## config.mk

```make
export PLATFORM = sky130hd
export DESIGN_NAME = max7219_spi_rx
export DESIGN_NICKNAME = d
export VERILOG_FILES = /design/src/rtl/max7219_pkg.sv /design/src/rtl/sync_edge.sv /design/src/rtl/max7219_spi_rx.sv
export SDC_FILE = /design/constraint.sdc
export NUM_CORES = 1
export LEC_CHECK = 0
export BUFFER_PORTS_ARGS = -buffer_cell sky130_fd_sc_hd__buf_2
export CAP_MARGIN = 10
export CORE_UTILIZATION = 54
export DETAILED_ROUTE_END_ITERATION = 7
export MAX_ROUTING_LAYER = met4
export PLACE_DENSITY_LB_ADDON = 0.15
export SLEW_MARGIN = 30
export SYNTH_ARGS = -nofsm -noshare
export SYNTH_HDL_FRONTEND = slang
export SYNTH_SLANG_ARGS = --single-unit
```

## constraint.sdc

```tcl
create_clock -name clk -period 2.1 [get_ports clk]
set_input_delay 0 -clock clk [delete_from_list [all_inputs] [get_ports clk]]
set_output_delay 0 -clock clk [all_outputs]
set_load 0.1 [all_outputs]
```

## src/rtl/max7219_pkg.sv

```systemverilog
// Shared constants for the MAX7219-style serial receiver.
// Covers the register map, the default frame length and the receiver FSM states.
package max7219_pkg;

    localparam int DEFAULT_FRAME_BITS = 16;

    localparam logic [3:0] ADDR_NOOP      = 4'h0;
    localparam logic [3:0] ADDR_DIGIT0    = 4'h1;
    localparam logic [3:0] ADDR_DIGIT1    = 4'h2;
    localparam logic [3:0] ADDR_DIGIT2    = 4'h3;
    localparam logic [3:0] ADDR_DIGIT3    = 4'h4;
    localparam logic [3:0] ADDR_DIGIT4    = 4'h5;
    localparam logic [3:0] ADDR_DIGIT5    = 4'h6;
    localparam logic [3:0] ADDR_DIGIT6    = 4'h7;
    localparam logic [3:0] ADDR_DIGIT7    = 4'h8;
    localparam logic [3:0] ADDR_DECODE    = 4'h9;
    localparam logic [3:0] ADDR_INTENSITY = 4'hA;
    localparam logic [3:0] ADDR_SCANLIMIT = 4'hB;
    localparam logic [3:0] ADDR_SHUTDOWN  = 4'hC;
    localparam logic [3:0] ADDR_TEST      = 4'hF;

    typedef enum logic [1:0] {
        WAIT_HIGH = 2'd0,
        IDLE      = 2'd1,
        SHIFT     = 2'd2,
        LATCH     = 2'd3
    } rx_state_t;

endpackage

```

## src/rtl/sync_edge.sv

```systemverilog
// Multi-stage synchronizer for an asynchronous line, with rise/fall detection
// against a one-cycle-delayed copy of the synchronized value.
module sync_edge #(
    parameter int SYNC_STAGES = 2
) (
    input  logic clk,
    input  logic rst,
    input  logic async_in,
    output logic sync_out,
    output logic rise_out,
    output logic fall_out
);

    logic [SYNC_STAGES-1:0] sync_q;
    logic                   prev_q;

    always_ff @(posedge clk) begin
        if (rst) begin
            sync_q <= '0;
            prev_q <= 1'b0;
        end else begin
            sync_q <= {sync_q[SYNC_STAGES-2:0], async_in};
            prev_q <= sync_q[SYNC_STAGES-1];
        end
    end

    assign sync_out = sync_q[SYNC_STAGES-1];
    assign rise_out = sync_out & ~prev_q;
    assign fall_out = ~sync_out & prev_q;

endmodule

```

## src/rtl/max7219_spi_rx.sv

```systemverilog
// Oversampling receiver for the DIN/CS/SCLK display link; assembles frames
// and maintains a MAX7219-compatible register file.
module max7219_spi_rx
    import max7219_pkg::*;
#(
    parameter int SYNC_STAGES = 2,
    parameter int FRAME_BITS  = DEFAULT_FRAME_BITS
) (
    input  logic        clk,
    input  logic        rst,
    input  logic        din_in,
    input  logic        cs_in,
    input  logic        sclk_in,
    output logic        frame_valid_out,
    output logic [3:0]  frame_addr_out,
    output logic [7:0]  frame_data_out,
    output logic        frame_err_out,
    output logic [63:0] digits_out,
    output logic [7:0]  decode_mode_out,
    output logic [3:0]  intensity_out,
    output logic [2:0]  scan_limit_out,
    output logic        shutdown_n_out,
    output logic        display_test_out
);

    localparam int CNT_W     = $clog2(FRAME_BITS + 1);
    localparam int KEEP_BITS = 12;

    rx_state_t state_q, state_d;

    logic                   cs_sync, cs_rise, cs_fall;
    logic                   sclk_rise;
    logic                   sclk_sync_unused, sclk_fall_unused;
    logic [SYNC_STAGES-1:0] din_sync_q;
    logic                   din_sync;
    logic [KEEP_BITS-1:0]   shift_q;
    logic [CNT_W-1:0]       bit_cnt_q;
    logic                   latch_valid, latch_err;
    logic [3:0]             rx_addr;
    logic [7:0]             rx_data;

    sync_edge #(.SYNC_STAGES(SYNC_STAGES)) u_cs_sync (
        .clk      (clk),
        .rst      (rst),
        .async_in (cs_in),
        .sync_out (cs_sync),
        .rise_out (cs_rise),
        .fall_out (cs_fall)
    );

    sync_edge #(.SYNC_STAGES(SYNC_STAGES)) u_sclk_sync (
        .clk      (clk),
        .rst      (rst),
        .async_in (sclk_in),
        .sync_out (sclk_sync_unused),
        .rise_out (sclk_rise),
        .fall_out (sclk_fall_unused)
    );

    // DIN goes through the same depth as SCLK so a sampled bit lines up with its edge.
    always_ff @(posedge clk) begin
        if (rst) begin
            din_sync_q <= '0;
        end else begin
            din_sync_q <= {din_sync_q[SYNC_STAGES-2:0], din_in};
        end
    end

    assign din_sync = din_sync_q[SYNC_STAGES-1];

    always_ff @(posedge clk) begin
        if (rst) begin
            state_q <= WAIT_HIGH;
        end else begin
            state_q <= state_d;
        end
    end

    always_comb begin
        state_d = state_q;
        case (state_q)
            WAIT_HIGH: if (cs_sync) state_d = IDLE;
            IDLE:      if (cs_fall) state_d = SHIFT;
            SHIFT:     if (cs_rise) state_d = LATCH;
            LATCH:     state_d = IDLE;
            default:   state_d = WAIT_HIGH;
        endcase
    end

    always_comb begin
        latch_valid = 1'b0;
        latch_err   = 1'b0;
        if (state_q == LATCH) begin
            if (bit_cnt_q == CNT_W'(FRAME_BITS)) begin
                latch_valid = 1'b1;
            end else begin
                latch_err = 1'b1;
            end
        end
    end

    // Only the low 12 bits of a frame carry address and data, so older bits fall off.
    always_ff @(posedge clk) begin
        if (rst) begin
            shift_q   <= '0;
            bit_cnt_q <= '0;
        end else if (state_q == IDLE && cs_fall) begin
            shift_q   <= '0;
            bit_cnt_q <= '0;
        end else if (state_q == SHIFT && sclk_rise) begin
            shift_q <= {shift_q[KEEP_BITS-2:0], din_sync};
            if (bit_cnt_q != CNT_W'(FRAME_BITS)) begin
                bit_cnt_q <= bit_cnt_q + 1'b1;
            end
        end
    end

    assign rx_addr = shift_q[11:8];
    assign rx_data = shift_q[7:0];

    always_ff @(posedge clk) begin
        if (rst) begin
            frame_valid_out  <= 1'b0;
            frame_err_out    <= 1'b0;
            frame_addr_out   <= '0;
            frame_data_out   <= '0;
            digits_out       <= '0;
            decode_mode_out  <= '0;
            intensity_out    <= '0;
            scan_limit_out   <= '0;
            shutdown_n_out   <= 1'b0;
            display_test_out <= 1'b0;
        end else begin
            frame_valid_out <= latch_valid;
            frame_err_out   <= latch_err;
            if (latch_valid) begin
                frame_addr_out <= rx_addr;
                frame_data_out <= rx_data;
                for (int n = 0; n < 8; n++) begin
                    if (rx_addr == ADDR_DIGIT0 + 4'(n)) begin
                        digits_out[8*n +: 8] <= rx_data;
                    end
                end
                case (rx_addr)
                    ADDR_DECODE:    decode_mode_out  <= rx_data;
                    ADDR_INTENSITY: intensity_out    <= rx_data[3:0];
                    ADDR_SCANLIMIT: scan_limit_out   <= rx_data[2:0];
                    ADDR_SHUTDOWN:  shutdown_n_out   <= rx_data[0];
                    ADDR_TEST:      display_test_out <= rx_data[0];
                    default:        ;
                endcase
            end
        end
    end

endmodule

```

==> reports/results.tsv, run 1 <==
stage	metric	value	unit
detailed_routing	vias	3597	
placement	dp_hpwl	7000	um
synthesis	synth_nets	475	
clocking	cts_tree	yes	
hold_path	whs_path_depth	3	
synthesis	ys.flop_type	dfxtp_1	
setup_path	critPathMaxStageDelay	0.35	ns
synthesis	async_flop_share	0	%
setup_path	path_cells	inv_1, ha_1, nand4bb_4, buf_4, nor3_4, buf_4, mux2i_1, nor2_1	
synthesis	synth_edf_count	0	
detailed_routing	postRouteAntennaNets	0	
die	rows	33	
grt	grt_pass1_vias	3518	
sta	slew_viol_final	0	
die	ios	100	
placement	placed_cells	649	
sta	worst_pin_slew	0.798	ns
setup_path	worstRegToRegCells	8	
grt	grt_first_pass_wirelength	17500	um
synthesis	yosys_warnings	0	
clocking	numCtsBuffers	17	
sta	finalSetupViolCount	0	
final_layout	utilization	71.7	%
sta	min_period_over_period	94.2	%
die	dieArea	8950	um^2
final_layout	multi_input_area	2040	um^2
detailed_routing	wl_met3	643	um
clocking	cts_buffer_depth	2	
setup_path	cp_num_buf_inv	3	
clocking	clockRootBuffer	clkbuf_8	
setup_path	cp_slowest_cell	dfxtp_1	
placement	dp_slack	0.113	ns
sta	fmax	0.505	GHz
synthesis	synthesis.area	4630	um^2
grt	antenna_found_initial	0	
detailed_routing	wl_met1	4840	um
placement	gp_congestion	0.883	
setup_path	worstPathRequired	2.49	ns
sta	clock_skew	0.00870	ns
sta	max_slew_margin	46.7	%
setup_path	cp_common_cell	buf_4	
detailed_routing	viasPerCell	5.24	
sta	rsz0062_at_grt	no	
final_layout	layoutNonFillerInstCount	686	
final_layout	nets	580	
die	die_w	94.6	um
grt	grt_max_degree	72	
die	coreArea	8260	um^2
detailed_routing	finalWirelength	11000	um
synthesis	synth_seq_area_share	52.7	%
synthesis	syn-mean-instance-area	10.0	um^2
setup_path	path_class	reg -> reg	
clocking	htree_levels	4	
detailed_routing	drtPass1Iterations	4	
run	drv_cap	0	
setup_path	ff2ff_setup_slack	0.12	ns
setup_path	crit_arrival	2.37	ns
sta	layout_min_cycle_time	1.98	ns
setup_path	r2r-start	bit_cnt_q[0]$_SDFFE_PP0P_	
setup_path	r2r-end	digits_out[44]$_SDFFE_PP0P_	
final_layout	regArea	2440	um^2
detailed_routing	routedWlPerCell	16.0	um
final_layout	syn_to_final_growth	27.9	%
detailed_routing	top_layer	met4	
setup_path	end_kind	flip-flop	
sta	tns	0	ns
synthesis	ys_types	35	
detailed_routing	post-route-drc-count	0	
detailed_routing	wl_met2	5270	um
sta	worst_slack	0.121	ns
synthesis	ys_seq_elements	122	
synthesis	synth_cells	463	
pwr	power_density	935	nW/um^2
clocking	cts_setup_buffers	0	
outcome	status	completed	
pwr	p_leak	2.76	nW
final_layout	layout_commonest_cell	dfxtp_1	
final_layout	antenna_cells	0	
grt	grt_util_all_layers	27.1	%
grt	grt.overflow.total	0	
die	initial_core_util	56.1	%
hold_path	min_to	u_sclk_sync.sync_q[0]$_SDFF_PP0_	
hold_path	worstHoldPathType	in -> reg	
final_layout	drive_above_1_share	27.0	%
pwr	total_power	0.00554	W
clocking	clock-sinks	122	
setup_path	start_kind	flip-flop	
detailed_routing	drt_iter0_markers	146	
die	die_h	94.6	um
clocking	insertion_delay	0.51	ns
final_layout	nFillCells	656	
setup_path	critPathTopFamily	buffers and inverters	
final_layout	layout_common_cells	dfxtp_1 (122), buf_2 (98), nor2_1 (91)	
setup_path	crit_fanout	9	
clocking	clk_pin_slew	0.06	ns
hold_path	min_from	sclk_in	
pwr	peakVddDrop	467	uV
placement	numPortBuffers	99	
sta	finalHoldViolations	0	
-- layout make-up --
class	count	share of cell area, %
Timing Repair Buffer	117	11.3
Sequential cell	122	41.2
Tap cell	105	2.22
Clock inverter	11	2.85
Clock buffer	21	7.58
Inverter	5	0.317
Multi-Input combinational cell	305	34.5
-- report_power, final --
| group | switching, W | internal, W |
|---|---|---|
| clock | 0.000995 | 0.00199 |
| sequential | 0.0000218 | 0.00234 |
| combinational | 0.000116 | 0.0000788 |
-- through the flow --
| stage | area (um^2) | hold slack, ns |
|---|---|---|
| after floorplan | 4630 | 0.128 |
| after global placement | 5250 | 0.214 |
| after detailed placement | 5250 | 0.215 |
| after CTS | 5920 | 0.203 |
| after global routing | 5920 | 0.266 |
| final | 5920 | 0.226 |
-- cells in the mapped netlist (2+ instances only) --
cell	n	area, um^2
a21oi_1	28	140
buf_2	3	15.0
clkbuf_1	26	97.6
dfxtp_1	122	2440
ha_1	7	87.6
inv_1	5	18.8
mux2i_1	82	821
nand2_1	51	191
nand2b_1	5	31.3
nand3_1	2	10.0
nand3b_1	2	15.0
nand3b_4	2	40.0
nand4_1	2	12.5
nor2_1	91	342
nor2b_1	8	50.1
nor3_4	5	81.3
nor4_4	2	42.5
xor2_1	3	26.3
-- per-layer routing --
metal,vias up,global-route usage [%]
met1,1710,32.1
met2,127,43.5
li1,1742,-
met5,-,-
met4,0,9.60
met3,18,8.45
-- sequential cells by signal, summed over array words and instances, names as in the netlist, 2 cells and up --
name,count
u_cs_sync.sync_q,2
shift_q,12
state_q,2
digits_out,64
scan_limit_out,3
intensity_out,4
din_sync_q,2
bit_cnt_q,5
frame_data_out,8
frame_addr_out,4
u_sclk_sync.sync_q,2
decode_mode_out,8
-- kinds of logic (layout without fill, tap and decap cells) --
group,after synthesis,in the layout,synth area share [%]
xor+xnor,4,4,0.756
mux,83,83,18.0
compound gates,30,30,3.29
fa+ha+maj,7,7,1.89
buf+inv,36,154,3.24
flops,122,122,52.7
simple gates,181,181,20.1
-- worst reg2reg max path, cell delays in order (launching register included) --
cell and delay, ns:
dfxtp_1 0.35, inv_1 0.08, ha_1 0.20, nand4bb_4 0.27, buf_4 0.27, nor3_4 0.19, buf_4 0.22, mux2i_1 0.21
nor2_1 0.07
-- timing repair --
action                                  4_1_cts  5_1_grt
endpoints found under the setup margin        0        1
gates resized for setup                       0        1
hold buffers                                  5        0
hold endpoints to repair                     34        0
-- how the worst max path moves through the flow --
| stage | startpoint | endpoint | slack [ns] | depth (start not counted) |
|---|---|---|---|---|
| after detailed placement | bit_cnt_q[0]$_SDFFE_PP0P_ | digits_out[14]$_SDFFE_PP0P_ | 0.11 | 6 |
| after global routing | bit_cnt_q[0]$_SDFFE_PP0P_ | digits_out[45]$_SDFFE_PP0P_ | 0.005 | 8 |
| after floorplan | state_q[0]$_SDFFE_PP0P_ | digits_out[10]$_SDFFE_PP0P_ | 0.31 | 6 |
| after CTS | bit_cnt_q[0]$_SDFFE_PP0P_ | digits_out[15]$_SDFFE_PP0P_ | 0.07 | 6 |
| final | bit_cnt_q[0]$_SDFFE_PP0P_ | digits_out[44]$_SDFFE_PP0P_ | 0.12 | 8 |
| after global placement | bit_cnt_q[0]$_SDFFE_PP0P_ | digits_out[11]$_SDFFE_PP0P_ | 0.20 | 6 |
Power figures use the tool's default switching activity.
==> inputs of run 2 (changes only) <==
==> constraint.sdc (replaced) <==
create_clock -name clk -period 2.05 [get_ports clk]
set_input_delay 0 -clock clk [delete_from_list [all_inputs] [get_ports clk]]
set_output_delay 0 -clock clk [all_outputs]
set_load 0.1 [all_outputs]
==> run 2 against run 1 <==
Compared with the run above: cell area is 0.93% lower; core utilization is 0.67 points lower; clock power is 8.7% lower; non-clock buffer count is 3 higher; first-iteration DRC count is 18% lower; routed wire length is 5.3% lower; sequential share of layout area is 0.39 points higher; critical path depth is 3 lower; via count is 2.5% lower; global-route usage is 1.8 points lower; flip-flop and latch count stayed put; critical path type unchanged; largest cell class unchanged; highest routed layer unchanged.
==> reports/results.tsv, run 2 (same netlist as run 1, synthesis figures left out) <==
stage	metric	value	unit	change
outcome	status	completed		
setup_path	r2r-start	state_q[0]$_SDFFE_PP0P_		
die	die_h	94.6	um	unchanged
clocking	clock-sinks	122		unchanged
sta	clock_skew	0.00867	ns	-0.0000337 ns
final_layout	multi_input_area	2040	um^2	-0.12%
final_layout	antenna_cells	0		unchanged
hold_path	worstHoldPathType	in -> reg		
pwr	swShare	21.7	%	+1.2 points
placement	dp_hpwl	6850	um	-2.3%
clocking	insertion_delay	0.51	ns	about the same
final_layout	fin_area	5870	um^2	-0.93%
sta	finalHoldViolations	0		unchanged
run	drv_cap	0		unchanged
final_layout	top_regs	digits_out x64, shift_q x12		
clocking	cts_resized	0		unchanged
placement	dpl_cell_area	5260	um^2	+0.19%
final_layout	drive_above_1_share	27.4	%	+0.37 points
setup_path	r2r-end	digits_out[9]$_SDFFE_PP0P_		
setup_path	crit_arrival	2.24	ns	-0.13 ns
final_layout	syn_to_final_growth	26.7	%	
die	ios	100		unchanged
hold_path	min_from	cs_in		
pwr	p_clk_share	51.1	%	-2.8 points
placement	placed_cells	652		+0.46%
final_layout	top_register	digits_out		
pwr	power_density	907	nW/um^2	-3.0%
detailed_routing	post-route-drc-count	0		unchanged
sta	min_period_over_period	90.2	%	-4.0 points
sta	slew_viol_final	0		unchanged
detailed_routing	postRouteAntennaNets	0		unchanged
pwr	peakVddDrop	576	uV	+23%
pwr	seqPwrFrac	45.4	%	+2.8 points
die	initial_core_util	56.1	%	unchanged
detailed_routing	drtPass1Iterations	4		unchanged
placement	gp_congestion	0.801		-9.3%
die	dieArea	8950	um^2	unchanged
clocking	clk_pin_slew	0.06	ns	about the same
sta	layout_min_cycle_time	1.85	ns	-0.130 ns
setup_path	end_kind	flip-flop		
final_layout	layout_common_cells	dfxtp_1 (122), buf_2 (98), nor2_1 (91)		
setup_path	path_class	reg -> reg		
detailed_routing	viasPerCell	5.09		-2.9%
sta	worst_pin_slew	0.753	ns	-0.0450 ns
final_layout	regArea	2440	um^2	unchanged
sta	tns	0	ns	unchanged
detailed_routing	routedWlPerCell	15.1	um	-5.7%
grt	grt_first_pass_wirelength	16600	um	-5.2%
sta	worst_slack	0.201	ns	+0.0799 ns
die	die_w	94.6	um	unchanged
hold_path	whs_path_depth	3		unchanged
grt	antenna_found_initial	0		unchanged
grt	grt_max_degree	66		-8.3%
hold_path	min_to	u_cs_sync.sync_q[0]$_SDFF_PP0_		
placement	dp_slack	0.231	ns	+0.118 ns
clocking	clockRootBuffer	clkbuf_8		
pwr	p_leak	2.73	nW	-1.1%
setup_path	crit_fanout	8		-1
placement	numPortBuffers	99		unchanged
pwr	combPwrFrac	3.6	%	about the same
sta	rsz0062_at_grt	no		
sta	hold_ws	0.242	ns	+0.0158 ns
clocking	cts_buffer_depth	2		unchanged
pwr	switchingPower	0.00115	W	+2.0%
grt	grt_util_all_layers	25.3	%	-1.8 points
final_layout	layout_commonest_cell	dfxtp_1		
final_layout	nets	583		+0.52%
clocking	numCtsBuffers	17		unchanged
detailed_routing	vias	3508		-2.5%
grt	grt_pass1_vias	3347		-4.9%
setup_path	worstPathRequired	2.44	ns	-0.05 ns
sta	fmax	0.541	GHz	+7.0%
detailed_routing	finalWirelength	10400	um	-5.3%
final_layout	layoutNonFillerInstCount	689		+0.44%
sta	finalSetupViolCount	0		unchanged
clocking	htree_levels	4		unchanged
setup_path	ff2ff_setup_slack	0.20	ns	+0.08 ns
final_layout	largest_reg_flops	64		unchanged
setup_path	worstRegToRegCells	5		-3
sta	max_slew_margin	49.7	%	+3.0 points
die	coreArea	8260	um^2	unchanged
pwr	power.internal	0.00417	W	-5.4%
grt	grt.overflow.total	0		unchanged
setup_path	start_kind	flip-flop		
clocking	cts_setup_buffers	0		unchanged
final_layout	nFillCells	646		-1.5%
detailed_routing	drt_iter0_markers	119		-18%
die	rows	33		unchanged
clocking	cts_tree	yes		
run 2: stage by stage:
step | power (W) | util, %
final | 0.00532 | 71.1
after detailed placement | 0.00265 | 63.7
after global routing | 0.00549 | 71.1
after floorplan | 0.00261 | -
after CTS | 0.00535 | 71.1
after global placement | 0.00264 | 63.7
run 2: layout make-up:
type,instances,area share (%)
clock inverter,11,1.64
inverter,5,0.320
clock buffer,21,7.82
timing repair buffer,120,11.6
tap,105,2.24
sequential,122,41.6
multi-input combinational,305,34.8
run 2: worst max-delay path by stage:
stage,slack (ns),cells past startpoint,from,endpoint
2_1_floorplan,0.26,6,state_q[0]$_SDFFE_PP0P_,digits_out[10]$_SDFFE_PP0P_
3_3_place_gp,0.26,5,state_q[0]$_SDFFE_PP0P_,digits_out[13]$_SDFFE_PP0P_
3_5_place_dp,0.23,5,state_q[0]$_SDFFE_PP0P_,digits_out[10]$_SDFFE_PP0P_
4_1_cts,0.18,5,state_q[0]$_SDFFE_PP0P_,digits_out[9]$_SDFFE_PP0P_
5_1_grt,0.06,5,state_q[0]$_SDFFE_PP0P_,digits_out[13]$_SDFFE_PP0P_
6_report,0.20,5,state_q[0]$_SDFFE_PP0P_,digits_out[9]$_SDFFE_PP0P_
run 2: repair_timing:
item / 4_1_cts / 5_1_grt
endpoints found under the hold margin: 39 / 0
setup endpoints to repair: 0 / 0
hold buffers: 5 / 0
run 2: critical path, cell delays in order, from the launching register on:
cell	delay (ns)
dfxtp_1	0.38
ha_1	0.18
nor3b_2	0.26
or3b_1	0.60
mux2i_1	0.25
nor2_1	0.06
run 2: power groups by stage:
stage	logic, W	registers [W]	clock network (W)
after floorplan	0.000142	0.00246	0
after global placement	0.000181	0.00246	0
after detailed placement	0.000183	0.00246	0
after CTS	0.000192	0.00241	0.00275
after global routing	0.000217	0.00241	0.00286
final	0.000191	0.00241	0.00272
run 2: metal layers:
metal  global-route usage (%)  routed length [um]  up-vias
li1                         -                   -     1744
met1                     32.1                4910     1660
met2                     38.8                4770       90
met3                     6.28                 549       14
met4                     9.60                 157        0
met5                        -                   0        -
